==> src/rtl/uart_tx_buffered.sv <==
// Buffered 8N1 UART transmitter: byte FIFO feeding an LSB-first serializer
// that chains frames back-to-back while data is queued.
module uart_tx_buffered #(
  parameter int CLKS_PER_BIT = 434,
  parameter int FIFO_DEPTH   = 16
) (
  input  logic                        clk,
  input  logic                        rst_n,
  input  logic                        wr_en,
  input  logic [7:0]                  wr_data,
  output logic                        full,
  output logic                        empty,
  output logic [$clog2(FIFO_DEPTH):0] count,
  output logic                        overflow,
  output logic                        tx_active,
  output logic                        out_tx,
  output logic                        done
);

  localparam int AW = $clog2(FIFO_DEPTH);
  localparam int TW = $clog2(CLKS_PER_BIT);
  localparam logic [TW-1:0] T_LAST  = TW'(CLKS_PER_BIT - 1);
  localparam logic [AW:0]   DEPTH_C = (AW + 1)'(FIFO_DEPTH);

  typedef enum logic [1:0] {IDLE, START, DATA, STOP} state_t;

  state_t        state, state_n;
  logic [TW-1:0] timer, timer_n;
  logic [2:0]    bit_idx, bit_idx_n;
  logic [7:0]    shift, shift_n;

  logic [7:0]    mem [FIFO_DEPTH];
  logic [AW-1:0] wr_ptr, rd_ptr;
  logic [AW:0]   count_n;
  logic          wr_ok, pop;

  // Acceptance uses the registered full flag, so a same-cycle pop never frees a slot early.
  assign wr_ok = wr_en & ~full;

  always_comb begin
    count_n = count;
    if (wr_ok && !pop)
      count_n = count + 1'b1;
    else if (!wr_ok && pop)
      count_n = count - 1'b1;
  end

  always_ff @(posedge clk) begin
    if (wr_ok)
      mem[wr_ptr] <= wr_data;
  end

  always_ff @(posedge clk or negedge rst_n) begin
    if (!rst_n) begin
      wr_ptr   <= '0;
      rd_ptr   <= '0;
      count    <= '0;
      full     <= 1'b0;
      empty    <= 1'b1;
      overflow <= 1'b0;
    end else begin
      if (wr_ok)
        wr_ptr <= wr_ptr + 1'b1;
      if (pop)
        rd_ptr <= rd_ptr + 1'b1;
      count <= count_n;
      full  <= (count_n == DEPTH_C);
      empty <= (count_n == '0);
      if (wr_en && full)
        overflow <= 1'b1;
    end
  end

  always_ff @(posedge clk or negedge rst_n) begin
    if (!rst_n) begin
      state   <= IDLE;
      timer   <= '0;
      bit_idx <= '0;
      shift   <= '0;
    end else begin
      state   <= state_n;
      timer   <= timer_n;
      bit_idx <= bit_idx_n;
      shift   <= shift_n;
    end
  end

  always_comb begin
    state_n   = state;
    timer_n   = timer;
    bit_idx_n = bit_idx;
    shift_n   = shift;
    pop       = 1'b0;
    done      = 1'b0;
    out_tx    = 1'b1;
    tx_active = 1'b0;
    case (state)
      IDLE: begin
        if (!empty) begin
          pop     = 1'b1;
          shift_n = mem[rd_ptr];
          timer_n = '0;
          state_n = START;
        end
      end
      START: begin
        out_tx    = 1'b0;
        tx_active = 1'b1;
        if (timer == T_LAST) begin
          timer_n   = '0;
          bit_idx_n = '0;
          state_n   = DATA;
        end else begin
          timer_n = timer + 1'b1;
        end
      end
      DATA: begin
        out_tx    = shift[0];
        tx_active = 1'b1;
        if (timer == T_LAST) begin
          timer_n   = '0;
          shift_n   = shift >> 1;
          bit_idx_n = bit_idx + 1'b1;
          if (bit_idx == 3'd7)
            state_n = STOP;
        end else begin
          timer_n = timer + 1'b1;
        end
      end
      STOP: begin
        out_tx    = 1'b1;
        tx_active = 1'b1;
        if (timer == T_LAST) begin
          done    = 1'b1;
          timer_n = '0;
          // Chain straight into the next start bit when more data is waiting.
          if (!empty) begin
            pop     = 1'b1;
            shift_n = mem[rd_ptr];
            state_n = START;
          end else begin
            state_n = IDLE;
          end
        end else begin
          timer_n = timer + 1'b1;
        end
      end
      default: state_n = IDLE;
    endcase
  end

endmodule

==> config.mk <==
export PLATFORM = sky130hd
export DESIGN_NAME = uart_tx_buffered
export DESIGN_NICKNAME = d
export VERILOG_FILES = /design/src/rtl/uart_tx_buffered.sv
export SDC_FILE = /design/constraint.sdc
export NUM_CORES = 1
export LEC_CHECK = 0
export CELL_PAD_IN_SITES_DETAIL_PLACEMENT = 1
export CELL_PAD_IN_SITES_GLOBAL_PLACEMENT = 1
export CORE_ASPECT_RATIO = 1.75
export CORE_MARGIN = 5
export CORE_UTILIZATION = 50
export DETAILED_ROUTE_END_ITERATION = 7
export GPL_ROUTABILITY_DRIVEN = 0
export PLACE_DENSITY_LB_ADDON = 0.1
export SYNTH_ARGS = -nofsm -noshare
export SYNTH_HDL_FRONTEND = slang
export SYNTH_SLANG_ARGS = --single-unit
==> constraint.sdc <==
create_clock -name clk -period 2.52 [get_ports clk]
set_input_delay 0.504 -clock clk [delete_from_list [all_inputs] [get_ports clk]]
set_output_delay 0.504 -clock clk [all_outputs]
set_load 0.05 [all_outputs]
-- After elaboration in Yosys (flattened, before gate mapping)
Memories as Yosys holds them, arrays and structs flattened.
Index checks and enable logic that the tools add are counted.
- memories: 1
- bits in writable memories: 128
- bits in registers: 38
- output and inout port bits: 11
- input bits: 11
- word-level logic and storage cells: 71
- memories (memory ; words ; bits a word ; rd ports ; clocked after memory_dff ; wr ports ; RTL line ; RTL):
    mem ; 16 ; 8 ; 1 ; 0 ; 1 ; 32 ; logic [7:0] mem [FIFO_DEPTH];
- bitwise gates (word level): 2
- add/subtract/negate cells: 6
- muxes and demuxes: 28
- equality and inequality tests: 11
- reductions and logical operators: 13
- operators by type and width (kind ; count):
    2-to-1 mux 8 bit ; 3
    one-hot mux 8 bit (3 select lines) ; 1
    2-to-1 mux 9 bit ; 2
    one-hot mux 9 bit (2 select lines) ; 1
    2-to-1 mux 2 bit ; 5
    2-to-1 mux 5 bit ; 2
    inequality test 2 bit, second input constant ; 5
    adder 9 x 1 -> 9 bit, second input constant ; 1
    == test 9 bit, second input constant ; 1
    adder 4 x 1 -> 4 bit, second input constant ; 2
    2-to-1 mux 1 bit ; 8
    one-hot mux 2 bit (4 select lines) ; 1
    2-to-1 mux 3 bit ; 2
    one-hot mux 3 bit (2 select lines) ; 1
    AND reduction 3 bit ; 2
    adder 5 x 1 -> 5 bit, second input constant ; 1
    == test 5 bit, second input constant ; 1
    zero test 5 bit ; 1
    AND reduction 5 bit ; 1
    subtractor 5 x 1 -> 5 bit, second input constant ; 1
    == test 2 bit, second input constant ; 2
    one-hot mux 1 bit (2 select lines) ; 2
    adder 3 x 1 -> 3 bit, second input constant ; 1
    == test 3 bit, second input constant ; 1
    other kinds (9) ; 12

-- Longest topological paths before layout
Gate-level depths: netlist of the first run.
- depth after elaboration: 7
- gate-level depth with buffers: 9

-- Worst setup path before layout of the first run
No wires, ideal clock.
- path type: flip-flop to flip-flop
- from: reg timer[1]
- to: reg empty
- cell stages (with the launch flop): 10
- setup slack: 0.029 ns
- data required time: 2.438 ns
- arrival: 2.409 ns
- path through: dfrtp_1 > inv_1 > ha_1 > nand4b_1 > nor3_2 > o22ai_2 > a41o_1 > xnor2_1 > inv_1 > nor3_1
- cells in the longest elaborated chain, start to end: 7
- RTL lines (item ; RTL line ; RTL):
    start: declaration ; 28 ; logic [TW-1:0] timer, timer_n;
    start signal: assignment ; 82 ; timer <= timer_n;
    == test 9 bit * ; 133 ; if (timer == T_LAST) begin
    2-to-1 mux 1 bit * ; 133 ;
    one-hot mux 1 bit (2 select lines) * ; 97 ; case (state)
    logical AND 1 bit or zero test 1 bit (tied branches) ; 44, 42 ;
    2-to-1 mux 5 bit or logical AND 1 bit (tied branches) ; 44, 42 ;
    2-to-1 mux 5 bit * ; 42 ; if (wr_ok && !pop)
    via count_n[4] ; 34 ; logic [AW:0] count_n;
    zero test 5 bit * ; 68 ; empty <= (count_n == '0);
    end signal: assignment ; 68 ;
    end: declaration ; 12 ; output logic empty,
Mark *: on every way through the listed nets, which the timed path passes. The rest lies on a longest branch.
A chain may end at the register's enable or synchronous reset.

-- Final worst setup path of the first run
- from: reg empty
- to: out empty
No word-level cell between the ends.

==> results of run 1 <==
==> through the flow <==
| stage | instance area (sq um) | worst slack (ns) | hold slack, ns | power (mW) | instances |
|---|---|---|---|---|---|
| CTS | 8300 | 0.0800 | 0.0560 | 7.14 | 648 |
| global placement | 7700 | 0.128 | 0.440 | 4.56 | 616 |
| floorplan | 7150 | 0.0293 | 0.208 | 4.10 | 408 |
| finish | 8300 | 0.113 | 0.0498 | 7.07 | 648 |
| global route | 8300 | 0.0422 | 0.0803 | 7.35 | 648 |
| detailed placement | 7700 | 0.0356 | 0.443 | 4.61 | 616 |
==> metal layers <==
layer / wire [microns] / vias up / GRT usage
li1: - / 1709 / -
met1: 5800 / 1986 / 0.220
met2: 9540 / 66 / 0.398
met3: 332 / 22 / 0.0356
met4: 352 / 0 / 0.0721
met5: 0 / - / 0
==> cell families after synthesis <==
family,share of synthesized area
AO/OA/AOI/OAI,0.0394
multiplexers,0.151
XOR/XNOR,0.0110
flip-flops,0.671
buffers and inverters,0.0256
adder cells (fa/ha/maj),0.0298
AND/OR/NAND/NOR,0.0723
==> sequential cells by signal (all words and copies together), names as in the netlist <==
name,cells
bit_idx,3
count,5
empty,1
full,1
mem,128
overflow,1
rd_ptr,4
shift,8
state,2
timer,9
wr_ptr,4
==> worst paths after layout <==
kind	start	endpoint	slack (ns)	depth (start not counted)
max	empty	empty	0.11	1
min	rst_n	wr_ptr[0]	0.05	1
max reg2reg	rd_ptr[0]	shift[0]	0.27	5
min reg2reg	overflow	overflow	0.46	1
max in group asynchronous	rst_n	timer[7]	1.92	2
min in group clk	overflow	overflow	0.46	1
==> layout by cell type, fill, tap and decap left out, types with 2 or more instances in the layout <==
master and instances:
and2_1 17, xor2_1 2, dfrtp_1 36, edfxtp_1 128, o21ai_1 2, clkinv_4 5, a22o_1 2, o21ai_0 15
clkdlybuf4s50_1 17, mux4_1 18, nor3_1 5, buf_4 20, nor2b_1 2, nand4_1 2, mux2_2 2, a21o_1 2
mux4_2 22, clkbuf_16 17, o31ai_1 3, nand2_1 24, clkinv_8 4, mux2i_1 9, buf_12 7, nor3_2 2
a32o_1 3, inv_1 13, ha_1 17, a21oi_1 7, and3_1 8, nor2_1 24, xnor2_1 7, nand3b_1 3
inv_8 4
==> power by group <==
| part | switching (mW) | internal [mW] |
|---|---|---|
| Combinational | 0.682 | 0.415 |
| Clock | 1.20 | 1.33 |
| Sequential | 0.190 | 3.26 |
| Total | 2.07 | 5.00 |
==> final cells by class <==
class	instances	share of cell area
Sequential cell	166	0.578
Clock inverter	15	0.0201
Tap cell	177	0.0267
Clock buffer	17	0.0513
Inverter	13	0.00588
Timing Repair Buffer	45	0.0561
Multi-Input combinational cell	215	0.262
==> impl_metrics.yaml, run 1 <==
floorplan:
  die_width_microns: 100
  fp.dieH_microns: 168
  initial_core_util: 0.511
  rows: 57
  placeableCoreArea_sq_mm: 0.0140
  fp.dieArea_sq_mm: 0.0169
  ios: 22
clock_tree:
  clk_pin_slew_worst_paths_ns: 0.07
  hold_buffers: 0
  insertion_delay_ns: 0.43
  postCtsResizedCells: 0
  cts_max_level: 4
  cts_max_path_buffers: 2
  cts-buffers-inserted: 17
  clock_tree_from_tritoncts: "built"
  clk_root_buffer_cell: "clkbuf_16"
  cts.sink_count: 166
  post-cts-setup-buffers: 0
global_route:
  grtUsageTotal: 0.206
  number_of_global_route_vias_before_repair: 4204
  grt_first_pass_wirelength_microns: 25000
  grt_start_max_net_pins: 36
  grt-ovfl-total: 0
  antenna_found_initial: 0
sta:
  layout_worst_path_cycle_share: 0.955
  worst_slew_margin_rel: 0.510
  finalSetupViolations: 0
  worst-slew-pin-transition_ns: 0.733
  finClkSkew_ns: 0.0127
  tns_ns: 0
  slew_violations: 0
  rsz0062_at_grt: "false"
  max_freq_ghz: 0.415
  timing.final.crit_period_ns: 2.41
  finalHoldViolCount: 0
yosys:
  synth_ff_type: "edfxtp_1"
  synth_enable_flop_cells: 128
  synth.distinct_cells: 50
  ys_seq_area_frac: 0.671
  syn_area_sq_mm: 0.00715
  synthMostInstantiatedCell: "edfxtp_1"
  postSynthAreaPerCell_sq_um: 17.5
  synthesis.nets: 436
  synthDominantAreaCellType: "edfxtp_1"
  yosys-top-cells-count: "edfxtp_1 (128), dfrtp_1 (37), nand2_1 (24), nor2_1 (24), mux4_2 (22)"
  yosys-top-cells-area: "edfxtp_1 (54%), dfrtp_1 (13%), mux4_2 (6.9%)"
  register_bit_total_from_synthesis: 166
  yosys.area.top_type_share: 0.538
  synth-warning-count: 0
  syn-instance-count: 408
  postSynth.asyncResetShare: 0.229
worst_setup_path:
  startpoint_type: "flop"
  critical_path.max_fanout: 7
  cp_data_arrival_time_ns: 1.90
  timing.critical_path.buf_inv: 1
  cpMaxStageDelayCell: "clkdlybuf4s50_1"
  critical_path.top_delay_family: "buffers and inverters"
  crit_path_end_kind: "primary output"
  critical_path_class: "reg -> out"
  timing.critical_path.cells: "clkdlybuf4s50_1"
  worstPathRequired_ns: 2.02
  worst_path_largest_cell_delay_ns: 0.84
drt:
  drtAntennaViolNets: 0
  post_drt_wl_per_cell_microns: 24.7
  viasPerCell: 5.84
  route.final.wire_length_microns: 16000
  drtPass1Iterations: 4
  vias: 3783
  drc_errors: 0
  initialDrtViolationCount: 242
run_status:
  outcome: "completed"
layout:
  drive_above_1_share: 0.193
  antenna_cells_inserted: 0
  regArea_sq_mm: 0.00480
  final_core_util: 0.593
  syn_to_final_growth_pct: 16.0
  design.final.nets: 486
  multi_input_area_sq_mm: 0.00217
  fillerInstances: 1267
hold_path:
  path_category_of_the_worst_min_delay_check: "in -> async"
pwr:
  vdd_ir_drop_max_v: 0.000552
  power-per-cell-area_mw_per_mm2: 853
  p_leak_nw: 2.98
place:
  dpl.hpwl_microns: 11600
  port-buffer-count: 21
job:
  max_cap_violations: 0
Note: power is estimated with default switching activity, not from simulation.
==> inputs of run 2 (changes only) <==
--- a/config.mk
+++ b/config.mk
@@ -5,9 +5,10 @@
 export SDC_FILE = /design/constraint.sdc
 export NUM_CORES = 1
 export LEC_CHECK = 0
+export CAP_MARGIN = 20
 export CELL_PAD_IN_SITES_DETAIL_PLACEMENT = 1
 export CELL_PAD_IN_SITES_GLOBAL_PLACEMENT = 1
-export CORE_ASPECT_RATIO = 1.75
+export CORE_ASPECT_RATIO = 0.75
 export CORE_MARGIN = 5
 export CORE_UTILIZATION = 50
 export DETAILED_ROUTE_END_ITERATION = 7
==> run 2 against run 1 <==
  * Via count rose by 1.3%
  * Global-route usage rose by 0.33 points
  * Sequential cell count did not move
  * Fmax rose by 0.53%
  * Cell area fell by 0.77%
  * Clock power fell by 2%
  * Final cell count fell by 1.7%
  * Count of clock-buffer cells in the layout did not move
  * Register-to-register slack got worse by 0.04 ns
  * Wire length rose by 2.8%
==> impl_metrics.yaml, run 2 (same netlist as run 1, synthesis figures left out) <==
worst_setup_path:
  timing.critical_path.cells: "ha_1 > nand4b_1 > nor3_4 > buf_4"
  critical_path.top_delay_family: "simple AND/OR/NAND/NOR gates"
  critical_path_class: "reg -> out"
  worst-path-stages: 4
  cpMaxStageDelayCell: "dfrtp_1"
  worstPathRequired_ns: 2.02
  worst_path_largest_cell_delay_ns: 0.45
  ff2ff_path_depth: 7
  startpoint_type: "flop"
  timing.critical_path.buf_inv: 1
  cp_data_arrival_time_ns: 1.89
  crit_path_end_kind: "primary output"
  critical_path.max_fanout: 5
layout:
  design.final.nets: 480
  final_area_sq_mm: 0.00823
  layout_common_cells: "edfxtp_1 (128), dfrtp_1 (36), nor2_1 (24), nand2_1 (24), mux4_2 (22)"
  layout.cells.most_common: "edfxtp_1"
  final_core_util: 0.593
  drive_above_1_share: 0.177
  antenna_cells_inserted: 0
  largest_register_ffs: 128
  syn_to_final_growth_pct: 15.1
  register_containing_the_most_flip_flops_in_the_final_layout: "mem"
  layout_top_registers: "mem x128, timer x9, shift x8"
pwr:
  fin_total_pwr_mw: 7.03
  power-per-cell-area_mw_per_mm2: 854
  p_leak_nw: 2.95
  vdd_ir_drop_max_v: 0.000707
job:
  max_cap_violations: 0
floorplan:
  rows: 37
  die_width_microns: 148
  ios: 22
  initial_core_util: 0.515
  placeableCoreArea_sq_mm: 0.0139
  fp.dieH_microns: 114
  fp.dieArea_sq_mm: 0.0168
place:
  port-buffer-count: 21
  dpl.hpwl_microns: 11100
  placed_area_sq_mm: 0.00767
drt:
  drtPass1Iterations: 4
  initialDrtViolationCount: 349
  drc_errors: 0
  viasPerCell: 6.02
  drtAntennaViolNets: 0
  post_drt_wl_per_cell_microns: 25.8
  vias: 3834
  route.final.wire_length_microns: 16500
sta:
  finClkSkew_ns: 0.00789
  finalHoldViolCount: 0
  layout_worst_path_cycle_share: 0.950
  timing.final.crit_period_ns: 2.39
  max_freq_ghz: 0.418
  rsz0062_at_grt: "false"
  worst-slew-pin-transition_ns: 0.724
  tns_ns: 0
  slew_violations: 0
  finalSetupViolations: 0
  worst_slew_margin_rel: 0.518
clock_tree:
  clock_tree_from_tritoncts: "built"
  insertion_delay_ns: 0.42
  cts-buffers-inserted: 17
  clk_root_buffer_cell: "clkbuf_16"
  post-cts-setup-buffers: 0
  cts.sink_count: 166
  clk_pin_slew_worst_paths_ns: 0.06
  cts_max_level: 4
  cts_max_path_buffers: 2
global_route:
  grt_start_max_net_pins: 36
  number_of_global_route_vias_before_repair: 4065
  antenna_found_initial: 2
  grt_first_pass_wirelength_microns: 25300
  grtUsageTotal: 0.210
  grt-ovfl-total: 0
hold_path:
  path_category_of_the_worst_min_delay_check: "in -> async"
run_status:
  outcome: "completed"
## run 2: changes by cell type in the layout (fill, tap and decap cells not counted)
| cell | before | now |
|---|---|---|
| buf_12 | 7 | 8 |
| buf_4 | 20 | 13 |
| bufinv_16 | 0 | 2 |
| clkinv_2 | 0 | 2 |
| clkinv_4 | 5 | 2 |
| clkinv_8 | 4 | 0 |
| clkinvlp_4 | 0 | 3 |
| inv_6 | 1 | 2 |
| inv_8 | 4 | 0 |
| nor3_2 | 2 | 1 |
| nor3_4 | 1 | 2 |
## run 2: per-layer routing
layer	track usage	routed length (microns)
met4	0.0548	211
met2	0.321	7730
met5	0	27
met1	0.302	7390
met3	0.0572	1110
## run 2: worst paths after layout
| kind | slack, ns | start | endpoint |
|---|---|---|---|
| hold reg to reg | 0.46 | overflow | overflow |
| setup reg to reg | 0.23 | timer[0] | full |
| max in group asynchronous | 1.77 | rst_n | empty |
| min in group clk | 0.46 | overflow | overflow |
| setup / recovery | 0.13 | timer[0] | done |
| hold / removal | 0.13 | rst_n | shift[2] |
## run 2: layout make-up
| class | instances | area, sq um |
|---|---|---|
| repair buffers | 39 | 433 |
| multi-input cells | 215 | 2180 |
| fillers | 1234 | 5660 |
| inverters | 13 | 48.8 |
| well taps | 175 | 219 |
| clock inverters | 12 | 131 |
| clock buffers | 17 | 425 |
| flip-flops and latches | 166 | 4800 |
## run 2: through the flow
stage | hold WS, ns | instances | setup WS [ns]
finish | 0.133 | 637 | 0.125
global route | 0.178 | 637 | 0.00376
CTS | 0.130 | 637 | 0.0565
detailed placement | 0.448 | 608 | 0.0106
global placement | 0.446 | 608 | 0.117
floorplan | 0.208 | 408 | 0.0293
## run 2: timing repair
action / 4_1_cts / 5_1_grt
hold buffers: 0 / 0
endpoints found under the setup margin: 0 / 1
resized for setup: 0 / 1
## run 2: where the power goes
group | total (mW) | switching [mW] | internal (mW) | leakage (nW)
registers | 3.45 | 0.187 | 3.26 | 1.62
clock network | 2.47 | 1.03 | 1.44 | 0.265
logic | 1.12 | 0.704 | 0.415 | 1.06
total | 7.03 | 1.92 | 5.12 | 2.95
==> inputs of run 3 (changes only) <==
--- a/config.mk
+++ b/config.mk
@@ -8,7 +8,6 @@
 export CAP_MARGIN = 20
 export CELL_PAD_IN_SITES_DETAIL_PLACEMENT = 1
 export CELL_PAD_IN_SITES_GLOBAL_PLACEMENT = 1
-export CORE_ASPECT_RATIO = 0.75
 export CORE_MARGIN = 5
 export CORE_UTILIZATION = 50
 export DETAILED_ROUTE_END_ITERATION = 7
==> run 3 against run 2 <==
  * Sequential share of layout area grew 0.41 points
  * Cell area fell by 0.70%
  * Largest power group unchanged
  * Global-route usage down 0.91 points
  * Via count decreased by 2.7%
  * Sequential cell count unchanged
  * Highest routed layer is now met4
==> impl_metrics.yaml, run 3 (same netlist as run 1, synthesis figures left out) <==
run_status:
  outcome: "completed"
sta:
  layout_setup_ws_ns: 0.177
  post_route_hold_slack_ns: 0.221
  timing.final.crit_period_ns: 2.34
  layout_worst_path_cycle_share: 0.930
  finalHoldViolCount: 0
  rsz0062_at_grt: "false"
  finClkSkew_ns: 0.0170
  slew_violations: 0
  max_freq_ghz: 0.427
  finalSetupViolations: 0
  tns_ns: 0
  worst-slew-pin-transition_ns: 0.915
  worst_slew_margin_rel: 0.390
pwr:
  pwr-share-seq: 0.477
  power.switching_fraction: 0.277
  vdd_ir_drop_max_v: 0.000818
  p_clk_frac: 0.375
  switching_power_mw: 2.00
  p_leak_nw: 2.93
  power-per-cell-area_mw_per_mm2: 884
  power.share.combinational: 0.147
  power.internal_mw: 5.23
worst_setup_path:
  critical_path.top_delay_family: "buffers and inverters"
  cp_data_arrival_time_ns: 1.84
  worstPathRequired_ns: 2.02
  worst_path_largest_cell_delay_ns: 0.82
  critical_path.max_fanout: 2
  timing.critical_path.cells: "clkdlybuf4s50_1"
  critical_path_class: "reg -> out"
  crit_path_end_kind: "primary output"
  cpMaxStageDelayCell: "clkdlybuf4s50_1"
  timing.critical_path.buf_inv: 1
  startpoint_type: "flop"
drt:
  drc_errors: 0
  drtPass1Iterations: 4
  viasPerCell: 5.84
  drtAntennaViolNets: 0
  initialDrtViolationCount: 217
  post_drt_wl_per_cell_microns: 24.6
  vias: 3729
  route.final.wire_length_microns: 15700
clock_tree:
  hold_buffers: 0
  post-cts-setup-buffers: 0
  cts.sink_count: 166
  cts-buffers-inserted: 17
  clock_tree_from_tritoncts: "built"
  clk_root_buffer_cell: "clkbuf_16"
  cts_max_path_buffers: 2
  insertion_delay_ns: 0.42
  cts_max_level: 4
  postCtsResizedCells: 0
  clk_pin_slew_worst_paths_ns: 0.07
floorplan:
  fp.dieArea_sq_mm: 0.0168
  ios: 22
  fp.dieH_microns: 130
  initial_core_util: 0.513
  die_width_microns: 130
  rows: 43
  placeableCoreArea_sq_mm: 0.0139
global_route:
  grtUsageMet3: 0.0495
  use_met2: 0.316
  grtUsageTotal: 0.201
  grt_first_pass_wirelength_microns: 24000
  grt-ovfl-total: 0
  groute.layer.met1.usage: 0.289
  number_of_global_route_vias_before_repair: 3932
  grt_most_used_layer: "met2"
  grt_start_max_net_pins: 39
  antenna_found_initial: 0
layout:
  fillerInstances: 1239
  layout_common_cells: "edfxtp_1 (128), dfrtp_1 (36), nor2_1 (24), nand2_1 (24), mux4_2 (22)"
  register_containing_the_most_flip_flops_in_the_final_layout: "mem"
  antenna_cells_inserted: 0
  layout_top_registers: "mem x128, timer x9, shift x8"
  design.final.nets: 473
  largest_register_ffs: 128
  final_core_util: 0.587
  multi_input_area_sq_mm: 0.00217
  syn_to_final_growth_pct: 14.3
  regArea_sq_mm: 0.00480
  layout.cells.most_common: "edfxtp_1"
  drive_above_1_share: 0.172
hold_path:
  path_category_of_the_worst_min_delay_check: "in -> async"
place:
  pre_cts_slack_ns: -0.000805
  dpl.hpwl_microns: 10700
  port-buffer-count: 21
job:
  max_cap_violations: 0
[run 3: worst register-to-register path, cell delays in order (launching register included)]
cell and delay, ns:
dfrtp_2 0.54, buf_12 0.20, mux4_1 0.63, mux4_2 0.50, mux2i_1 0.16, a21oi_1 0.09
[run 3: path summary, 6_finish.rpt]
path                       startpoint         to  slack, ns  cells past startpoint
max                             empty      empty       0.18                      1
min                             rst_n   shift[6]       0.22                      1
max reg2reg                 rd_ptr[0]   shift[4]       0.26                      5
min reg2reg                  overflow   overflow       0.46                      1
max in group asynchronous       rst_n  rd_ptr[0]       1.67                      1
min in group clk             overflow   overflow       0.46                      1
[run 3: power groups by stage]
stage          clock, mW  combinational [mW]  sequential, mW
2_1_floorplan          0               0.473            3.63
5_1_grt             2.90                1.16            3.47
6_report            2.71                1.07            3.45
3_5_place_dp           0                1.08            3.50
3_3_place_gp           0                1.04            3.49
4_1_cts             2.76                1.08            3.45
[run 3: final cells by class]
| type | count | share of cell area |
|---|---|---|
| well taps | 180 | 0.0276 |
| multi-input cells | 215 | 0.266 |
| repair buffers | 32 | 0.0389 |
| clock inverters | 15 | 0.0231 |
| inverters | 13 | 0.00597 |
| clock buffers | 17 | 0.0520 |
| flip-flops and latches | 166 | 0.587 |
[run 3: routing by layer]
metal	share of wire	up-vias	routed length, microns
li1	-	1677	-
met1	0.47	1988	7340
met2	0.50	56	7760
met3	0.031	8	493
met4	0.0051	0	80
met5	0	-	0
[run 3: through the flow]
step / power [mW] / cells / instance area, sq um
floorplan: 4.10 / 408 / 7150
global placement: 4.53 / 606 / 7560
detailed placement: 4.58 / 606 / 7560
CTS: 7.29 / 638 / 8170
global route: 7.53 / 638 / 8170
finish: 7.22 / 638 / 8170
==> RTL edit 1: new RTL, settings of run 3 <==
Take the reset off `shift` and load it in a clocked block of its own.
--- a/src/rtl/uart_tx_buffered.sv
+++ b/src/rtl/uart_tx_buffered.sv
@@ -77,11 +77,13 @@
       timer   <= '0;
       bit_idx <= '0;
-      shift   <= '0;
     end else begin
       state   <= state_n;
       timer   <= timer_n;
       bit_idx <= bit_idx_n;
-      shift   <= shift_n;
     end
+  end
+
+  always_ff @(posedge clk) begin
+    shift <= shift_n;
   end
 
Function: same outputs for any inputs over 10 cycles, from zero or initial values and one cycle with rst_n low; that may be too few to reach the edited logic, so the function may still have changed.
==> RTL edit 1 against run 3 <==
- global-route usage is 0.059 points lower
- cell area rose by 1.9%
- wire length decreased by 3.7%
- setup slack lost 0.12 ns
- critical path depth unchanged
- clock skew shrank 0.0051 ns
- sequential cell count unchanged
- via count is 0.86% lower
- cell count shrank 0.16%
- synthesized area shrank 0.84%
Power is not compared: it rests on default switching activity, and its combinational part moved more than twofold at a synthesized area within 25%.
==> RTL edit 1: results (changes against run 3) <==
The number of global-route vias before repair came to 4135 (+5.2%). The final cell count without fillers is 637 (-0.16%). The worst hold slack across all endpoints came out at 0.463 ns (+0.242 ns). The per-cell via count in the routed design came out at 5.80 (-0.70%). The number of distinct standard cells referenced by the synthesized netlist came to 52 (+4.0%). The maximum number of pins on one net before global-route repair came to 36 (-7.7%). The setup slack of the most critical reg-to-reg path is 0.15 ns (-0.11 ns).

The endpoint identified for the worst register-to-register timing path is full. The net count after synthesis came to 425 (-2.5%). The met1 track demand over resource in global routing came out at 0.268 (-0.0219).

The worst path arrival time came out at 1.96 ns (+0.12 ns). The longest individual stage delay on the worst path came to 0.86 ns (+0.04 ns). The global router's overall resource usage is 0.200 (-0.000586).

The met3 usage is 0.0425 (-0.00701). The portion of the post-synthesis area used by sequential elements is 0.682 (+0.0113). The depth of the worst register-to-register path came out at 8 (+3). By count the netlist is led by sky130_fd_sc_hd__edfxtp_1, sky130_fd_sc_hd__mux4_2, sky130_fd_sc_hd__dfrtp_1. The shortest period the worst path allows came out at 2.46 ns (+0.122 ns).

The detailed router's first-iteration violation count came out at 215 (-0.92%). The run finished with clean final reports. Sorting the synthesized cells by area gives the leading types as sky130_fd_sc_hd__edfxtp_1, sky130_fd_sc_hd__mux4_2, sky130_fd_sc_hd__dfrtp_1. The total instance count after detailed placement was 605 (-0.17%). The startpoint identified for the worst register-to-register timing path is state[1]. The share of flip-flops with an asynchronous set or reset is 0.181 (-0.0482). The average cell area after synthesis is 17.8 sq um (+1.7%).
RTL edit 1: kinds of logic after synthesis:
group | count (synthesis) | share of synthesized area
muxes | 42 | 0.130
DFF | 166 | 0.682
xor gates and xnor gates | 11 | 0.0136
AOI/OAI and AO/OA | 47 | 0.0482
buffers and inverters | 27 | 0.0192
adders and majority gates | 16 | 0.0282
and+or+nand+nor | 89 | 0.0784
RTL edit 1: metal layers:
metal | wire length [microns] | part of all wire
met4 | 208 | 0.014
met2 | 7750 | 0.51
met1 | 6710 | 0.44
met3 | 419 | 0.028
met5 | 0 | 0
RTL edit 1: final cells by class:
class                           instances  share of cell area
Sequential cell                       166               0.581
Multi-Input combinational cell        205               0.254
Timing Repair Buffer                   45              0.0655
Clock buffer                           21              0.0529
Tap cell                              180              0.0270
Clock inverter                         11              0.0153
Inverter                                9             0.00406
==> RTL edit 2: new RTL, flow settings as in run 3 <==
Without the edit above. Change the parameter `CLKS_PER_BIT` from 434 to 868.
--- a/src/rtl/uart_tx_buffered.sv
+++ b/src/rtl/uart_tx_buffered.sv
@@ -2,5 +2,5 @@
 // that chains frames back-to-back while data is queued.
 module uart_tx_buffered #(
-  parameter int CLKS_PER_BIT = 434,
+  parameter int CLKS_PER_BIT = 868,
   parameter int FIFO_DEPTH   = 16
 ) (
Formal check against the unedited RTL: no difference found for any inputs over 10 cycles, from zero or initial values and one cycle with rst_n low; that may be too few to reach the edited logic, so the function may still have changed.
==> RTL edit 2 against run 3 <==
- critical path depth is 5 higher
- synthesized area decreased by 0.70%
- wire length down 1.8%
- setup slack better by 0.0092 ns
- register-to-register slack worse by 0.06 ns
- cell area up 2.1%
- largest cell class unchanged
- sequential cell count up 1
- die area shrank 0.65%
- non-clock buffer count rose by 16
- first-iteration DRC count grew 11%
Power is not compared: it rests on default switching activity, and its combinational part moved more than twofold at a synthesized area within 25%.
==> RTL edit 2: results (changes against run 3) <==
The worst path arrival time came out at 1.83 ns. The detailed router's first-iteration violation count came out at 240 (+11%). The slew of the pin with the lowest slew margin came out at 0.762 ns (-0.154 ns). The count of input and output buffers came out at 21 (unchanged). The number of warnings reported in the yosys synthesis log came out at 0 (unchanged).

The number of global-route vias before repair came out at 4129 (+5.0%). The final cell count without fillers is 651 (+2.0%). The fill cell instance count of the final layout came out at 1246 (+0.56%). The net count after synthesis was 436 (unchanged). The proportion of layout cells with a drive suffix above 1 came out at 0.244 (+0.0717).

The number of antenna violations at the first check in global routing came to 0 (unchanged). Broken down by cell family, the worst path's largest delay share belongs to simple AND/OR/NAND/NOR gates. The root buffer cell chosen for the clock tree is sky130_fd_sc_hd__clkbuf_16. The overall via count from detail_route came out at 3766 (+0.99%). The count of flip-flops with a built-in enable after synthesis came to 128 (unchanged). The first-pass iteration count of the detailed router came to 4 (unchanged). The depth of the worst register-to-register path came out at 8 (+3). The largest registers in the layout are mem: 128 flops, timer: 10 flops, shift: 8 flops. The share of flip-flops with an asynchronous set or reset is 0.234 (+0.00462). Yosys attributes the largest share of cell area to sky130_fd_sc_hd__edfxtp_1, sky130_fd_sc_hd__dfrtp_1, sky130_fd_sc_hd__mux4_2. The area of placed instances came out at 7720 sq um (+2.1%). The average cell area after synthesis came out at 17.4 sq um (-0.94%).

The total CTS buffers came out at 17 (unchanged). The clock tree buffer depth is 2 (unchanged). The library cell contributing the largest single delay on the critical path is sky130_fd_sc_hd__dfrtp_1. The maximum number of pins on one net before global-route repair is 36 (-7.7%). The number of levels in the clock H-tree was 4 (unchanged). The source-to-sink clock delay at the later pin of the worst-skew pair is 0.43 ns.

The maximum vdd drop came out at 0.696 mV. By count the netlist is led by sky130_fd_sc_hd__edfxtp_1, sky130_fd_sc_hd__mux4_2, sky130_fd_sc_hd__dfrtp_1. The worst clock skew is 0.0121 ns (-0.00495 ns). The number of distinct standard cells referenced by the synthesized netlist is 54 (+8.0%). The final routed wirelength across all metal layers came out at 15400 microns (-1.8%).

The wire length of the first global-routing pass is 24500 microns (+2.0%). The total instance count after detailed placement came to 615 (+1.5%). In this run the worst hold path is classified as input port to async pin. The post-DP HPWL came out at 10600 microns (-0.92%).

After clock tree synthesis, the clock-pin slew on the worst setup and hold paths is approximately 0.060 ns. The number of inserted diodes came out at 0 (unchanged). The portion of the post-synthesis area used by sequential elements is 0.679 (+0.00825). The leakage power total is 2.97 nW. The run finished with clean final reports. The longest individual stage delay on the worst path is 0.42 ns (-0.40 ns). The global router's overall resource usage came out at 0.202 (+0.00123). The largest fanout on the critical path was 5 (+3). The number of nets at the end of the flow was 485 (+2.5%).
==> RTL edit 2: logic make-up (layout without fill, tap and decap cells) <==
kind of cell,count (synthesis),count (layout),synth area share
flip-flops,167,167,0.679
AND/OR/NAND/NOR,85,85,0.0666
multiplexers,52,52,0.144
AO/OA/AOI/OAI,44,44,0.0428
buffers and inverters,31,93,0.0204
adder cells (fa/ha/maj),18,18,0.0310
XOR/XNOR,12,12,0.0159
==> RTL edit 2: timing repair <==
action                                  in CTS  in global routing
setup buffers                                0                  4
resized for setup                            0                  1
hold endpoints to repair                     0                  0
endpoints found under the setup margin       0                  5
==> RTL edit 2: worst paths after layout <==
path / start / endpoint / slack, ns
min in group clk: overflow / overflow / 0.46
max reg2reg: timer[0] / full / 0.20
min reg2reg: overflow / overflow / 0.46
min: rst_n / timer[7] / 0.03
max: state[1] / done / 0.19
max in group asynchronous: rst_n / empty / 1.82
==> RTL edit 2: layout make-up <==
type / count / area share
inverters: 13 / 0.00584
clock inverters: 13 / 0.0202
well taps: 180 / 0.0270
multi-input cells: 211 / 0.256
flip-flops and latches: 167 / 0.578
repair buffers: 48 / 0.0614
clock buffers: 19 / 0.0519
==> RTL edit 2: routing by layer <==
metal | GRT usage | vias up | share of wire
li1 | - | 1694 | -
met1 | 0.279 | 1979 | 0.44
met2 | 0.324 | 81 | 0.50
met3 | 0.0528 | 12 | 0.048
met4 | 0.0513 | 0 | 0.0091
met5 | 0 | - | 0
==> RTL edit 2: report_power, final <==
group	switching (W)	total, W	internal [W]
registers	0.000379	0.00382	0.00344
logic	0.00187	0.00349	0.00162
clock network	0.00108	0.00265	0.00157
total	0.00332	0.00996	0.00663
==> RTL edit 2: through the flow <==
| step | worst slack [ns] | utilization | hold slack, ns | TNS [ns] |
|---|---|---|---|---|
| detailed placement | -0.0245 | 0.556 | 0.454 | -0.188 |
| finish | 0.187 | 0.601 | 0.0264 | 0 |
| CTS | 0.0301 | 0.599 | 0.0278 | 0 |
| floorplan | 0.0382 | - | 0.208 | 0 |
| global placement | 0.110 | 0.556 | 0.472 | 0 |
| global route | 0.0173 | 0.601 | 0.0547 | 0 |
==> RTL edit 2: worst register-to-register path, delay by kind of cell (launching register included) <==
family          cells  cell delay (ns)
flops               1             0.42
fa+ha+maj           1             0.27
compound gates      2             0.48
simple gates        3             0.72
buf+inv             1             0.15
xor+xnor            1             0.17
